File: config.mk
export PLATFORM = sky130hd
export DESIGN_NAME = hockey_input_conditioner
export DESIGN_NICKNAME = d
export VERILOG_FILES = /design/src/rtl/hockey_input_conditioner.sv
export SDC_FILE = /design/constraint.sdc
export NUM_CORES = 1
export LEC_CHECK = 0
export BUFFER_PORTS_ARGS = -buffer_cell sky130_fd_sc_hd__buf_2
export CAP_MARGIN = 0
export CORE_MARGIN = 4
export CORE_UTILIZATION = 50
export CTS_BUF_LIST = sky130_fd_sc_hd__clkbuf_2
export DETAILED_ROUTE_END_ITERATION = 12
export PLACE_DENSITY_LB_ADDON = 0.15
export SLEW_MARGIN = 20
export SYNTH_ARGS = -nofsm -noshare
export SYNTH_HDL_FRONTEND = slang
export SYNTH_SLANG_ARGS = --single-unit
File: constraint.sdc
create_clock -name clk -period 2.5 [get_ports clk]
set_clock_uncertainty 0.05 [all_clocks]
set_input_delay 0.125 -clock clk [delete_from_list [all_inputs] [get_ports clk]]
set_output_delay 0.125 -clock clk [all_outputs]
set_load 0.02 [all_outputs]
File: src/rtl/hockey_input_conditioner.sv
// hockey_input_conditioner: two independent player channels that synchronize,
// debounce and capture button/direction/row inputs for the hockey core.
// Optional range check on captured values: define HOCKEY_RANGE_CHECK_EN.

module hockey_input_channel #(
  parameter int DEBOUNCE_CYCLES = 16,
  parameter int CNT_W           = $clog2(DEBOUNCE_CYCLES + 1)
) (
  input  logic       i_clk,
  input  logic       i_rst,
  input  logic       i_btn_raw,
  input  logic [1:0] i_dir_raw,
  input  logic [2:0] i_y_raw,
  output logic       o_btn,
  output logic [1:0] o_dir,
`ifdef HOCKEY_RANGE_CHECK_EN
  output logic [2:0] o_y,
  output logic       o_err
`else
  output logic [2:0] o_y
`endif
);

  typedef enum logic [1:0] {
    IDLE,
    PRESS_WAIT,
    HELD,
    REL_WAIT
  } state_t;

  localparam logic [CNT_W-1:0] CNT_MAX = CNT_W'(DEBOUNCE_CYCLES - 1);
  localparam logic [CNT_W-1:0] CNT_ONE = CNT_W'(1);

  logic             r_btn_s1;
  logic             r_btn_s2;
  logic [1:0]       r_dir_s1;
  logic [1:0]       r_dir_s2;
  logic [2:0]       r_y_s1;
  logic [2:0]       r_y_s2;

  state_t           r_state;
  state_t           w_state_nxt;
  logic [CNT_W-1:0] r_cnt;
  logic [CNT_W-1:0] w_cnt_nxt;
  logic             w_accept;
  logic             w_fire;

  logic             r_btn;
  logic [1:0]       r_dir;
  logic [2:0]       r_y;

`ifdef HOCKEY_RANGE_CHECK_EN
  logic             w_bad;
  logic             w_reject;
  logic             r_err;
`endif

  // two-flop synchronizers on every raw input
  always_ff @(posedge i_clk) begin
    if (i_rst) begin
      r_btn_s1 <= 1'b0;
      r_btn_s2 <= 1'b0;
      r_dir_s1 <= 2'd0;
      r_dir_s2 <= 2'd0;
      r_y_s1   <= 3'd0;
      r_y_s2   <= 3'd0;
    end else begin
      r_btn_s1 <= i_btn_raw;
      r_btn_s2 <= r_btn_s1;
      r_dir_s1 <= i_dir_raw;
      r_dir_s2 <= r_dir_s1;
      r_y_s1   <= i_y_raw;
      r_y_s2   <= r_y_s1;
    end
  end

  // debounce state and counter registers
  always_ff @(posedge i_clk) begin
    if (i_rst) begin
      r_state <= IDLE;
      r_cnt   <= '0;
    end else begin
      r_state <= w_state_nxt;
      r_cnt   <= w_cnt_nxt;
    end
  end

  // debounce next-state: a level is accepted after DEBOUNCE_CYCLES
  // consecutive matching samples; any mismatch restarts the wait
  always_comb begin
    w_state_nxt = r_state;
    w_cnt_nxt   = r_cnt;
    w_accept    = 1'b0;
    unique case (r_state)
      IDLE: begin
        if (r_btn_s2) begin
          w_state_nxt = PRESS_WAIT;
          w_cnt_nxt   = CNT_ONE;
        end else begin
          w_cnt_nxt   = '0;
        end
      end
      PRESS_WAIT: begin
        if (!r_btn_s2) begin
          w_state_nxt = IDLE;
          w_cnt_nxt   = '0;
        end else if (r_cnt == CNT_MAX) begin
          w_state_nxt = HELD;
          w_cnt_nxt   = '0;
          w_accept    = 1'b1;
        end else begin
          w_cnt_nxt   = r_cnt + CNT_ONE;
        end
      end
      HELD: begin
        if (!r_btn_s2) begin
          w_state_nxt = REL_WAIT;
          w_cnt_nxt   = CNT_ONE;
        end else begin
          w_cnt_nxt   = '0;
        end
      end
      REL_WAIT: begin
        if (r_btn_s2) begin
          w_state_nxt = HELD;
          w_cnt_nxt   = '0;
        end else if (r_cnt == CNT_MAX) begin
          w_state_nxt = IDLE;
          w_cnt_nxt   = '0;
        end else begin
          w_cnt_nxt   = r_cnt + CNT_ONE;
        end
      end
      default: begin
        w_state_nxt = IDLE;
        w_cnt_nxt   = '0;
      end
    endcase
  end

`ifdef HOCKEY_RANGE_CHECK_EN
  // a press carrying an illegal direction or row is turned into an error
  always_comb begin
    w_bad    = (r_dir_s2 == 2'd3) || (r_y_s2 > 3'd4);
    w_fire   = w_accept && !w_bad;
    w_reject = w_accept && w_bad;
  end
`else
  // every accepted press is forwarded
  always_comb begin
    w_fire = w_accept;
  end
`endif

  // registered event pulse and argument capture
  always_ff @(posedge i_clk) begin
    if (i_rst) begin
      r_btn <= 1'b0;
      r_dir <= 2'd0;
      r_y   <= 3'd0;
    end else begin
      r_btn <= w_fire;
      if (w_fire) begin
        r_dir <= r_dir_s2;
        r_y   <= r_y_s2;
      end
    end
  end

`ifdef HOCKEY_RANGE_CHECK_EN
  // registered rejection pulse
  always_ff @(posedge i_clk) begin
    if (i_rst) begin
      r_err <= 1'b0;
    end else begin
      r_err <= w_reject;
    end
  end

  assign o_err = r_err;
`endif

  assign o_btn = r_btn;
  assign o_dir = r_dir;
  assign o_y   = r_y;

endmodule

module hockey_input_conditioner #(
  parameter int DEBOUNCE_CYCLES = 16,
  parameter int CNT_W           = $clog2(DEBOUNCE_CYCLES + 1)
) (
  input  logic       clk,
  input  logic       rst,
  input  logic       BTN_A_RAW,
  input  logic       BTN_B_RAW,
  input  logic [1:0] DIR_A_RAW,
  input  logic [1:0] DIR_B_RAW,
  input  logic [2:0] Y_A_RAW,
  input  logic [2:0] Y_B_RAW,
  output logic       BTN_A,
  output logic       BTN_B,
  output logic [1:0] DIR_A,
  output logic [1:0] DIR_B,
  output logic [2:0] Y_in_A,
`ifdef HOCKEY_RANGE_CHECK_EN
  output logic [2:0] Y_in_B,
  output logic       ERR_A,
  output logic       ERR_B
`else
  output logic [2:0] Y_in_B
`endif
);

  hockey_input_channel #(
    .DEBOUNCE_CYCLES(DEBOUNCE_CYCLES),
    .CNT_W          (CNT_W)
  ) u_chan_a (
    .i_clk    (clk),
    .i_rst    (rst),
    .i_btn_raw(BTN_A_RAW),
    .i_dir_raw(DIR_A_RAW),
    .i_y_raw  (Y_A_RAW),
    .o_btn    (BTN_A),
    .o_dir    (DIR_A),
`ifdef HOCKEY_RANGE_CHECK_EN
    .o_y      (Y_in_A),
    .o_err    (ERR_A)
`else
    .o_y      (Y_in_A)
`endif
  );

  hockey_input_channel #(
    .DEBOUNCE_CYCLES(DEBOUNCE_CYCLES),
    .CNT_W          (CNT_W)
  ) u_chan_b (
    .i_clk    (clk),
    .i_rst    (rst),
    .i_btn_raw(BTN_B_RAW),
    .i_dir_raw(DIR_B_RAW),
    .i_y_raw  (Y_B_RAW),
    .o_btn    (BTN_B),
    .o_dir    (DIR_B),
`ifdef HOCKEY_RANGE_CHECK_EN
    .o_y      (Y_in_B),
    .o_err    (ERR_B)
`else
    .o_y      (Y_in_B)
`endif
  );

endmodule

==> summary.md, run 1 <==
| Metric | Value |
|---|---|
| Run status | finished clean |
| Setup slack at placement | 0.8451 ns |
| Max transition margin | 0.5999 |
| Type of element capturing the critical path | flop |
| Area growth from synthesis to layout | 17.58% |
| Worst min path class | in2reg |
| Worst r2r src | u_chan_a.r_cnt[0] |
| Cells on worst reg2reg path | 4 |
| Total leakage power | approximately 0.84 nW |
| Fraction of final layout cells with drive strength greater than 1 | 0.1927 |
| Crit path max-delay family | simple AND/OR/NAND/NOR gates |
| Worst-path clk slew | 0.24 ns |
| Synth top area share | 0.5739 |
| Clock tree from TritonCTS | yes |
| Vertical die dimension | 67.06 um |
| Number of unique standard cell types used by synthesis | 23 |
| I/O Buffers | 25 |
| Max_cap viols | 0 |
| Setup_tns | 0 ns |
| Setup fix buffers added after clock tree synthesis | 0 |
| Largest fanout on the critical path | 6 |
| Sw Pwr | 0.0002702 W |
| Setup crit start kind | flop |
| Average wire per cell in the routed design | 11.24 um |
| Combinational share of power | 0.050 |
| Maximum level of the CTS H-tree | 2 |
| Number of cells produced by synthesis | 154 |
| Most common cell after layout, fill and taps aside | dfxtp_1 |
| Simple-gate area share of the yosys netlist | 0.2841 |
| Total routed wirelength | around 2700 um |
| Routability Congestion | 0.6778 |
| Cell depth of the worst setup path | 4 |
| Parity-gate share of the synthesized area counting xor and xnor cells | 0.03013 |
| Number of DRC violations after detailed routing | 0 |
| Initial antenna violation count | 0 |
| Seq/Total Area, Yosys | 0.5739 |
| Antenna-violating nets left | 0 |
| Worst Setup EP | u_chan_a.o_dir[0] |
| Cell types with the largest area share after synthesis | dfxtp_1 57%, nor2b_1 8.6%, nand2b_1 7.9%, mux2i_1 5.7%, xor2_1 2.0% |
| Power density over cell area | 580.6 nW/um2 |
| Final Instance Area | 2051 um2 |
| Switching portion of total power | 0.2270 |
| Effective utilization at floorplan | 0.5186 |
| Share of power burned in the clock network | 0.258 |
| CTS Root Buffer Type | clkbuf_2 |
| Placement-stage cell area | 1889 um2 |
| Worst Min Path Start | rst |
| Mean cell area of the mapped netlist | between 10 and 15 um2 |
| Number of nets in the synthesized netlist | 170 |
| Netlist Area Pre-Place | 1744 um2 |
| Total track usage | 0.1342 |
| Fill cell instance count of the final layout | 296 |
| Number of endpoints with negative hold slack in the final report | 0 |
| Setup repair after global routing missed its margin | no |
| Core ar. | 3363 um2 |
| Final clock period utilization by the worst path | 0.6654 |
| Buffer levels on the longest clock path | 2 |
| Routed vias/inst | around 4.8 |
| Type of the worst setup path | reg2reg |
| Commonest cells after routing, fill and taps aside | 50 x dfxtp_1, 25 x buf_2, 24 x nor2b_1 |
| First-pass iteration count of the detailed router | 4 |
| Syn. warnings | 0 |
| Critical Path, Cell by Cell | ha_1, and4b_4, and4b_1, mux2i_1 |
| CTS buffer count | 5 |
| Largest stage delay, worst path | roughly 0.43 ns |
| Half-perimeter wire length after detailed placement | 1798 um |
| Number of global-route vias before repair | roughly 1000 |
| Wire length of the first global-routing pass | ~4400 um |
| Cell Int Power | 0.0009203 W |
| Num Clock Sinks | 50 |
| Worst-path cell with the longest stage delay | and4b_1 |
| Seq cells post-synth | 50 |
| Main combinational cell family by area after synthesis | simple AND/OR/NAND/NOR gates |
| Violation count after the first detailed-routing iteration | 20 |
| Layout net count | 207 |
| Critical Path RT | 2.82 ns |
| Max Clk Rate | 0.6011 GHz |
| Number of max-slew violations in the final report | 0 |
| Reg2Reg Setup Slack | 0.84 ns |
| Die boundary width | ~67 um |
| Area of the die | 4497 um2 |
| Share of synthesized area spent on multiplexers | 0.05739 |
| Final worst-path setup slack | 0.8364 ns |
| Number of placement rows | 21 |
| Adder and majority cell fraction of the synthesized area | 0.01435 |
| Fraction of the mapped netlist area in compound gates | 0.01435 |
| Worst VDD drop | 0.3481 mV |
| Crit path buf inv count | 0 |
| Launch point of the worst path | u_chan_a.r_cnt[0] |
| Pin count of the biggest net entering global routing | 46 |
| Arrival time worst endpoint | 1.98 ns |
| Final global-route overflow total | 0 |
| Least-Margin Pin Slew | 0.6001 ns |
| Antenna Cells | 0 |
| Cell taking the most area after synthesis | dfxtp_1 |
| Top-level port count | 26 |
| Count of endpoints failing setup in the final report | 0 |
| Worst reg2reg path endpoint | u_chan_a.o_dir[0] |
| Register share of total power | 0.693 |
| Total vias in the final route | about 1100 |
| Fin crit period | about 1.7 ns |
| Source-to-sink clock delay at the later pin of the worst-skew pair | 0.42 ns |
==> state kept, by name (all words and copies together) (netlist names), 3 cells and up, named ones only <==
register / flops
u_chan_a.o_y: 3
u_chan_a.r_cnt: 5
u_chan_a.r_y_s1: 3
u_chan_a.r_y_s2: 3
u_chan_b.o_y: 3
u_chan_b.r_cnt: 5
u_chan_b.r_y_s1: 3
u_chan_b.r_y_s2: 3
==> cell usage after synthesis <==
| cell type | count |
|---|---|
| dfxtp_1 | 50 |
| mux2i_1 | 10 |
| and3b_1 | 1 |
| clkbuf_1 | 6 |
| ha_1 | 2 |
| and2b_1 | 2 |
| buf_6 | 2 |
| nand3_1 | 4 |
| and3b_2 | 1 |
| and4b_4 | 2 |
| and2_1 | 3 |
| xnor2_1 | 2 |
| and3_1 | 2 |
| and4b_1 | 2 |
| nor2b_1 | 24 |
| nand2b_1 | 22 |
| o21a_1 | 2 |
| nor3b_1 | 4 |
| and2_2 | 1 |
| nand4b_1 | 2 |
| o21ai_0 | 2 |
| nor3_1 | 4 |
| xor2_1 | 4 |
==> logic make-up (layout without fill, tap and decap cells) <==
logic type               after synthesis  count (layout)
adder cells (fa/ha/maj)                2               2
XOR/XNOR                               6               6
buffers and inverters                  8              46
multiplexers                          10              10
AND/OR/NAND/NOR                       74              74
AO/OA/AOI/OAI                          4               4
flip-flops                            50              50
==> through the flow <==
| stage | utilization | hold slack [ns] | power, W | std cells |
|---|---|---|---|---|
| CTS | 0.6097 | 0.1045 | 0.001207 | 238 |
| global placement | 0.5618 | 0.2837 | 0.0008830 | 218 |
| global route | 0.6097 | 0.1259 | 0.001250 | 238 |
| finish | 0.6097 | 0.1325 | 0.001191 | 238 |
| detailed placement | 0.5618 | 0.2899 | 0.0008850 | 218 |
| floorplan | - | 0.2032 | 0.0008700 | 154 |
==> layout make-up <==
type	count	area [um2]	area share
Sequential cell	50	1001	0.4881
Timing Repair Buffer	38	252.7	0.1232
Tap cell	46	57.56	0.02807
Multi-Input combinational cell	96	698.2	0.3405
Clock inverter	3	16.27	0.007932
Clock buffer	5	25.02	0.01220
==> timing repair <==
item	in CTS	in global routing
hold buffers	12	0
hold endpoints to repair	12	0
gates resized for setup	0	0
==> power by group through the flow <==
stage | clock [W] | combinational (W) | sequential, W
after global routing | 0.000355 | 0.0000661 | 0.000828
final | 0.000307 | 0.0000590 | 0.000825
after floorplan | 0 | 0.0000316 | 0.000838
after detailed placement | 0 | 0.0000447 | 0.000840
after global placement | 0 | 0.0000435 | 0.000839
after CTS | 0.000323 | 0.0000589 | 0.000825
==> per-layer routing <==
metal,part of all wire,up-vias,GRT usage
met2,0.52,21,0.2331
met5,0,-,0
met3,0.048,7,0.05565
li1,-,576,-
met4,0.021,0,0.06835
met1,0.41,529,0.1360
==> worst min path at each step <==
stage | to | slack (ns) | cells past startpoint
floorplan | u_chan_a.r_btn_s1 | 0.20 | 1
CTS | u_chan_b.r_dir_s2[0] | 0.10 | 2
global route | u_chan_b.r_dir_s2[0] | 0.13 | 2
global placement | u_chan_b.r_btn_s1 | 0.28 | 2
detailed placement | u_chan_a.r_dir_s1[0] | 0.29 | 2
finish | u_chan_b.r_dir_s2[0] | 0.13 | 2
No activity file was read; power rests on OpenSTA's default activity.
==> run 2: changes to the inputs <==
==> constraint.sdc (replaced) <==
create_clock -name clk -period 1.6 [get_ports clk]
set_clock_uncertainty 0.05 [all_clocks]
set_input_delay 0.08 -clock clk [delete_from_list [all_inputs] [get_ports clk]]
set_output_delay 0.08 -clock clk [all_outputs]
set_load 0.02 [all_outputs]
==> run 2 against run 1 <==
Global-route usage grew 0.19 points. Non-clock buffer count rose by 1. Die area unchanged. Register-to-register slack got worse by 0.73 ns. Setup slack got worse by 0.73 ns. Highest routed layer unchanged.
==> summary.md, run 2 (synthesized netlist as in run 1, its figures left out) <==
| Metric | Value |
|---|---|
| Run status | finished clean |
| Effective utilization at floorplan | 0.5186 |
| Source-to-sink clock delay at the later pin of the worst-skew pair | 0.40 ns |
| Critical Path, Cell by Cell | ha_4, and4b_4, and4b_2, mux2i_1 |
| Layout net count | approximately 210 |
| Antenna-violating nets left | 0 |
| Most common cell after layout, fill and taps aside | dfxtp_1 |
| Register share of total power | 0.700 |
| Placement-stage cell area | between 1500 and 2000 um2 |
| Antenna Cells | 0 |
| Total leakage power | 0.8441 nW |
| Number of max-slew violations in the final report | 0 |
| Fill cell instance count of the final layout | 311 |
| Largest fanout on the critical path | 6 |
| Average wire per cell in the routed design | 10.99 um |
| CTS Root Buffer Type | clkbuf_2 |
| Routed vias/inst | 4.640 |
| Worst-path clk slew | ~0.22 ns |
| Setup crit start kind | flop |
| Top-level port count | 26 |
| Wire length of the first global-routing pass | 4540 um |
| Die boundary width | 67.06 um |
| Least-Margin Pin Slew | between 0.6 and 0.7 ns |
| Sw Pwr | roughly 0.00040 W |
| Pin count of the biggest net entering global routing | 49 |
| CTS buffer count | 5 |
| Crit path max-delay family | simple AND/OR/NAND/NOR gates |
| Type of element capturing the critical path | flop |
| Number of global-route vias before repair | 1125 |
| Final global-route overflow total | 0 |
| Setup repair after global routing missed its margin | no |
| Area growth from synthesis to layout | 19.87% |
| Fraction of final layout cells with drive strength greater than 1 | 0.2383 |
| Arrival time worst endpoint | 1.78 ns |
| Final Instance Area | 2091 um2 |
| Worst min path class | in2reg |
| Max Clk Rate | about 0.67 GHz |
| Total routed wirelength | 2626 um |
| Buffer levels on the longest clock path | 2 |
| Cell Int Power | 0.001446 W |
| Type of the worst setup path | reg2reg |
| Core ar. | 3363 um2 |
| Share of power burned in the clock network | 0.250 |
| Largest stage delay, worst path | 0.42 ns |
| Maximum level of the CTS H-tree | 2 |
| Routability Congestion | around 0.67 |
| Combinational share of power | 0.050 |
| Half-perimeter wire length after detailed placement | 1740 um |
| Worst-path cell with the longest stage delay | dfxtp_2 |
| Worst VDD drop | 0.5447 mV |
| Max_cap viols | 0 |
| Hold Worst Slack | 0.1401 ns |
| I/O Buffers | 25 |
| Setup_tns | 0 ns |
| Max transition margin | 0.5683 |
| Violation count after the first detailed-routing iteration | 36 |
| Number of DRC violations after detailed routing | 0 |
| Num Clock Sinks | 50 |
| Final clock period utilization by the worst path | 0.9307 |
| First-pass iteration count of the detailed router | 2 |
| Switching portion of total power | 0.2146 |
| Count of endpoints failing setup in the final report | 0 |
| Total track usage | 0.1361 |
| Clock tree from TritonCTS | yes |
| Area of the die | approximately 4500 um2 |
| Commonest cells after routing, fill and taps aside | 46 x dfxtp_1, 25 x buf_2, 24 x nor2b_1 |
| Final core area utilization | 0.6217 |
| Registers with the most flip-flops | u_chan_a.r_cnt: 5 flops, u_chan_b.r_cnt: 5 flops |
| Number of endpoints with negative hold slack in the final report | 0 |
| Fin crit period | 1.489 ns |
| Crit path buf inv count | 0 |
| Initial antenna violation count | 0 |
| Total vias in the final route | 1109 |
| Power density over cell area | 880.5 nW/um2 |
| Critical Path RT | 1.89 ns |
| Placed cells | 218 |
| Vertical die dimension | 67.06 um |
| Final standard cell count with taps included and fillers excluded | 239 |
| Number of placement rows | 21 |
-- run 2: area by class of cell --
class / instances / area (um2) / area share
Sequential cell: 50 / 1006 / 0.4811
Multi-Input combinational cell: 96 / 728.2 / 0.3483
Timing Repair Buffer: 39 / 260.3 / 0.1245
Tap cell: 46 / 57.56 / 0.02753
Clock buffer: 6 / 30.03 / 0.01436
Clock inverter: 2 / 8.758 / 0.004189
-- run 2: what timing repair did --
item | 4_1_cts | 5_1_grt
pin swaps | 1 | 1
buffers inserted | 0 | 1
endpoints found under the setup margin | 11 | 10
hold buffers | 12 | 0
hold endpoints to repair | 12 | 0
resized for setup | 3 | 8
-- run 2: final timing paths --
kind	slack, ns	cells after the start	start	to
setup / recovery	0.11	4	u_chan_a.r_cnt[0]	u_chan_a.o_dir[0]
hold / removal	0.14	2	rst	u_chan_b.r_y_s2[2]
setup reg to reg	0.11	4	u_chan_a.r_cnt[0]	u_chan_a.o_dir[0]
hold reg to reg	0.40	1	u_chan_a.r_btn_s1	u_chan_a.r_btn_s2
-- run 2: layer usage --
metal / vias to the layer above / wire (um) / GRT usage / share of wire
li1: 575 / - / - / -
met1: 510 / 1087 / 0.1280 / 0.41
met2: 19 / 1356 / 0.2503 / 0.52
met3: 5 / 158 / 0.06239 / 0.060
met4: 0 / 23 / 0.05570 / 0.0088
met5: - / 0 / 0 / 0
-- run 2: power by group through the flow --
stage	combinational (W)	sequential, W	clock (W)
3_3_place_gp	0.0000676	0.00131	0
3_5_place_dp	0.0000696	0.00131	0
4_1_cts	0.0000915	0.00129	0.000487
5_1_grt	0.000104	0.00129	0.000545
6_report	0.0000916	0.00129	0.000461
2_1_floorplan	0.0000494	0.00131	0
-- run 2: metrics by stage --
| stage | total power (W) | setup slack [ns] |
|---|---|---|
| final | 0.001841 | 0.1108 |
| after global routing | 0.001943 | 0.004380 |
| after CTS | 0.001867 | 0.01202 |
| after detailed placement | 0.001382 | -0.04163 |
| after global placement | 0.001379 | -0.005773 |
| after floorplan | 0.001359 | 0.2066 |
==> run 3: changes to the inputs <==
--- a/config.mk
+++ b/config.mk
@@ -7,7 +7,7 @@
 export LEC_CHECK = 0
 export BUFFER_PORTS_ARGS = -buffer_cell sky130_fd_sc_hd__buf_2
 export CAP_MARGIN = 0
-export CORE_MARGIN = 4
+export CORE_MARGIN = 8
 export CORE_UTILIZATION = 50
 export CTS_BUF_LIST = sky130_fd_sc_hd__clkbuf_2
 export DETAILED_ROUTE_END_ITERATION = 12
==> run 3 against run 2 <==
Worst hold slack improved by 0.20 ns. Via count rose by 0.18%. Register-to-register slack barely moved. Sequential cell count did not move. Wire length rose by 5.9%. Setup slack got worse by 0.0076 ns. Global-route usage fell by 2.3 points. Clock power fell by 3%. Utilization rose by 1.0 points. Largest cell class unchanged. Largest power group unchanged. Highest routed layer unchanged.
==> summary.md, run 3 (synthesized netlist as in run 1, its figures left out) <==
| Metric | Value |
|---|---|
| Run status | finished clean |
| Worst-path cell with the longest stage delay | dfxtp_2 |
| Final clock period utilization by the worst path | 0.9355 |
| Routed vias/inst | roughly 4.6 |
| Antenna-violating nets left | 0 |
| Die boundary width | roughly 75 um |
| Setup slack at placement | -0.04462 ns |
| Registers with the most flip-flops | u_chan_a.r_cnt: 5 flops, u_chan_b.r_cnt: 5 flops |
| Least-Margin Pin Slew | a little over 0.4 ns |
| Total track usage | 0.1130 |
| Power density over cell area | 871.8 nW/um2 |
| Max Clk Rate | 0.6681 GHz |
| Layout net count | between 200 and 250 |
| Fin crit period | 1.497 ns |
| Critical Path, Cell by Cell | ha_1, and4b_4, and4b_4, mux2i_1 |
| Type of element capturing the critical path | flop |
| Number of placement rows | 21 |
| Placement-stage cell area | about 1900 um2 |
| Final Instance Area | ~2100 um2 |
| Critical Path RT | 1.91 ns |
| Clock tree from TritonCTS | yes |
| Number of max-slew violations in the final report | 0 |
| Largest stage delay, worst path | 0.39 ns |
| Number of DRC violations after detailed routing | 0 |
| CTS buffer count | 5 |
| Final standard cell count with taps included and fillers excluded | 243 |
| Most common cell after layout, fill and taps aside | dfxtp_1 |
| Wire length of the first global-routing pass | 4802 um |
| Largest fanout on the critical path | 6 |
| Setup crit start kind | flop |
| Source-to-sink clock delay at the later pin of the worst-skew pair | 0.41 ns |
| Setup repair after global routing missed its margin | no |
| Buffer levels on the longest clock path | 2 |
| First-pass iteration count of the detailed router | 4 |
| Num Clock Sinks | 50 |
| Type of the worst setup path | reg2reg |
| I/O Buffers | 25 |
| Area growth from synthesis to layout | 20.88% |
| Final core area utilization | 0.6318 |
| Area of the die | 5634 um2 |
| Total vias in the final route | 1111 |
| Core ar. | 3337 um2 |
| Total leakage power | 0.8698 nW |
| Maximum level of the CTS H-tree | 2 |
| Top-level port count | 26 |
| Max_cap viols | 0 |
| Number of global-route vias before repair | 1103 |
| Violation count after the first detailed-routing iteration | 56 |
| Half-perimeter wire length after detailed placement | between 1500 and 2000 um |
| Worst VDD drop | 0.5909 mV |
| Final worst-path setup slack | 0.1033 ns |
| Vertical die dimension | around 75 um |
| Pin count of the biggest net entering global routing | 27 |
| Average wire per cell in the routed design | approximately 11 um |
| Final global-route overflow total | 0 |
| CP dominant cell by count | and4b_4 |
| Fraction of final layout cells with drive strength greater than 1 | 0.2335 |
| Crit path max-delay family | simple AND/OR/NAND/NOR gates |
| Worst-path clk slew | 0.22 ns |
| Effective utilization at floorplan | 0.5227 |
| Total routed wirelength | about 2800 um |
| Fill cell instance count of the final layout | 293 |
| Placed cells | 219 |
| CTS Root Buffer Type | clkbuf_2 |
| Max transition margin | 0.7256 |
| Antenna Cells | 0 |
| Initial antenna violation count | 0 |
| Crit path buf inv count | 0 |
| Worst min path class | in2reg |
| Commonest cells after routing, fill and taps aside | 47 x dfxtp_1, 25 x buf_2, 24 x nor2b_1 |
| Number of endpoints with negative hold slack in the final report | 0 |
| Arrival time worst endpoint | approximately 1.8 ns |
| Count of endpoints failing setup in the final report | 0 |
| Routability Congestion | between 0.6 and 0.7 |
| Hold Worst Slack | 0.3431 ns |
==> run 3: changes by cell type in the layout (fill, tap and decap cells not counted) <==
cell	before	now
dlygate4sd3_1	12	15
buf_4	2	4
ha_4	2	0
clkbuf_2	6	5
clkinv_1	1	0
clkinv_2	1	2
dfxtp_1	46	47
dfxtp_2	4	3
ha_1	0	1
ha_2	0	1
==> run 3: worst register-to-register path, delay by kind of cell, from the launching register on <==
kind,cells,cell delay (ns)
adders and majority gates,1,0.21
muxes,1,0.19
DFF,1,0.39
and+or+nand+nor,2,0.63
==> run 3: timing repair <==
item	4_1_cts	5_1_grt
setup buffers	0	2
endpoints found under the setup margin	12	11
resized for setup	2	5
pin swaps	1	0
gates cloned	0	0
hold endpoints to repair	17	0
hold buffers	15	0
==> run 3: final cells by class <==
class,instances,area (um2),share of cell area
tap,46,57.56,0.02730
timing repair buffer,44,305.3,0.1448
multi-input combinational,96,705.7,0.3347
sequential,50,1005,0.4766
clock inverter,2,10.01,0.004748
clock buffer,5,25.02,0.01187
==> run 3: path summary, 6_finish.rpt <==
kind,to,cells after the start,from,slack [ns]
setup / recovery,u_chan_b.o_y[1],4,u_chan_b.r_cnt[0],0.10
hold / removal,u_chan_b.r_dir_s1[1],3,DIR_B_RAW[1],0.34
setup reg to reg,u_chan_b.o_y[1],4,u_chan_b.r_cnt[0],0.10
hold reg to reg,u_chan_b.r_y_s2[0],1,u_chan_b.r_y_s1[0],0.41
==> run 3: where the power goes <==
part | total [W] | internal [W] | switching [W]
clock | 0.000449 | 0.0000948 | 0.000354
combinational | 0.000101 | 0.0000663 | 0.0000346
sequential | 0.00129 | 0.00128 | 0.00000936
==> run 3: routing by layer <==
layer | share of wire | global-route usage
met2 | 0.49 | 0.1785
met5 | 0 | 0
met3 | 0.058 | 0.05193
met1 | 0.44 | 0.1262
met4 | 0.018 | 0.05217
==> run 3: stage by stage <==
stage / setup TNS [ns] / power [W]
after global placement: 0 / 0.001381
after CTS: 0 / 0.001859
after global routing: 0 / 0.001931
after detailed placement: -0.2471 / 0.001385
final: 0 / 0.001838
after floorplan: 0 / 0.001359
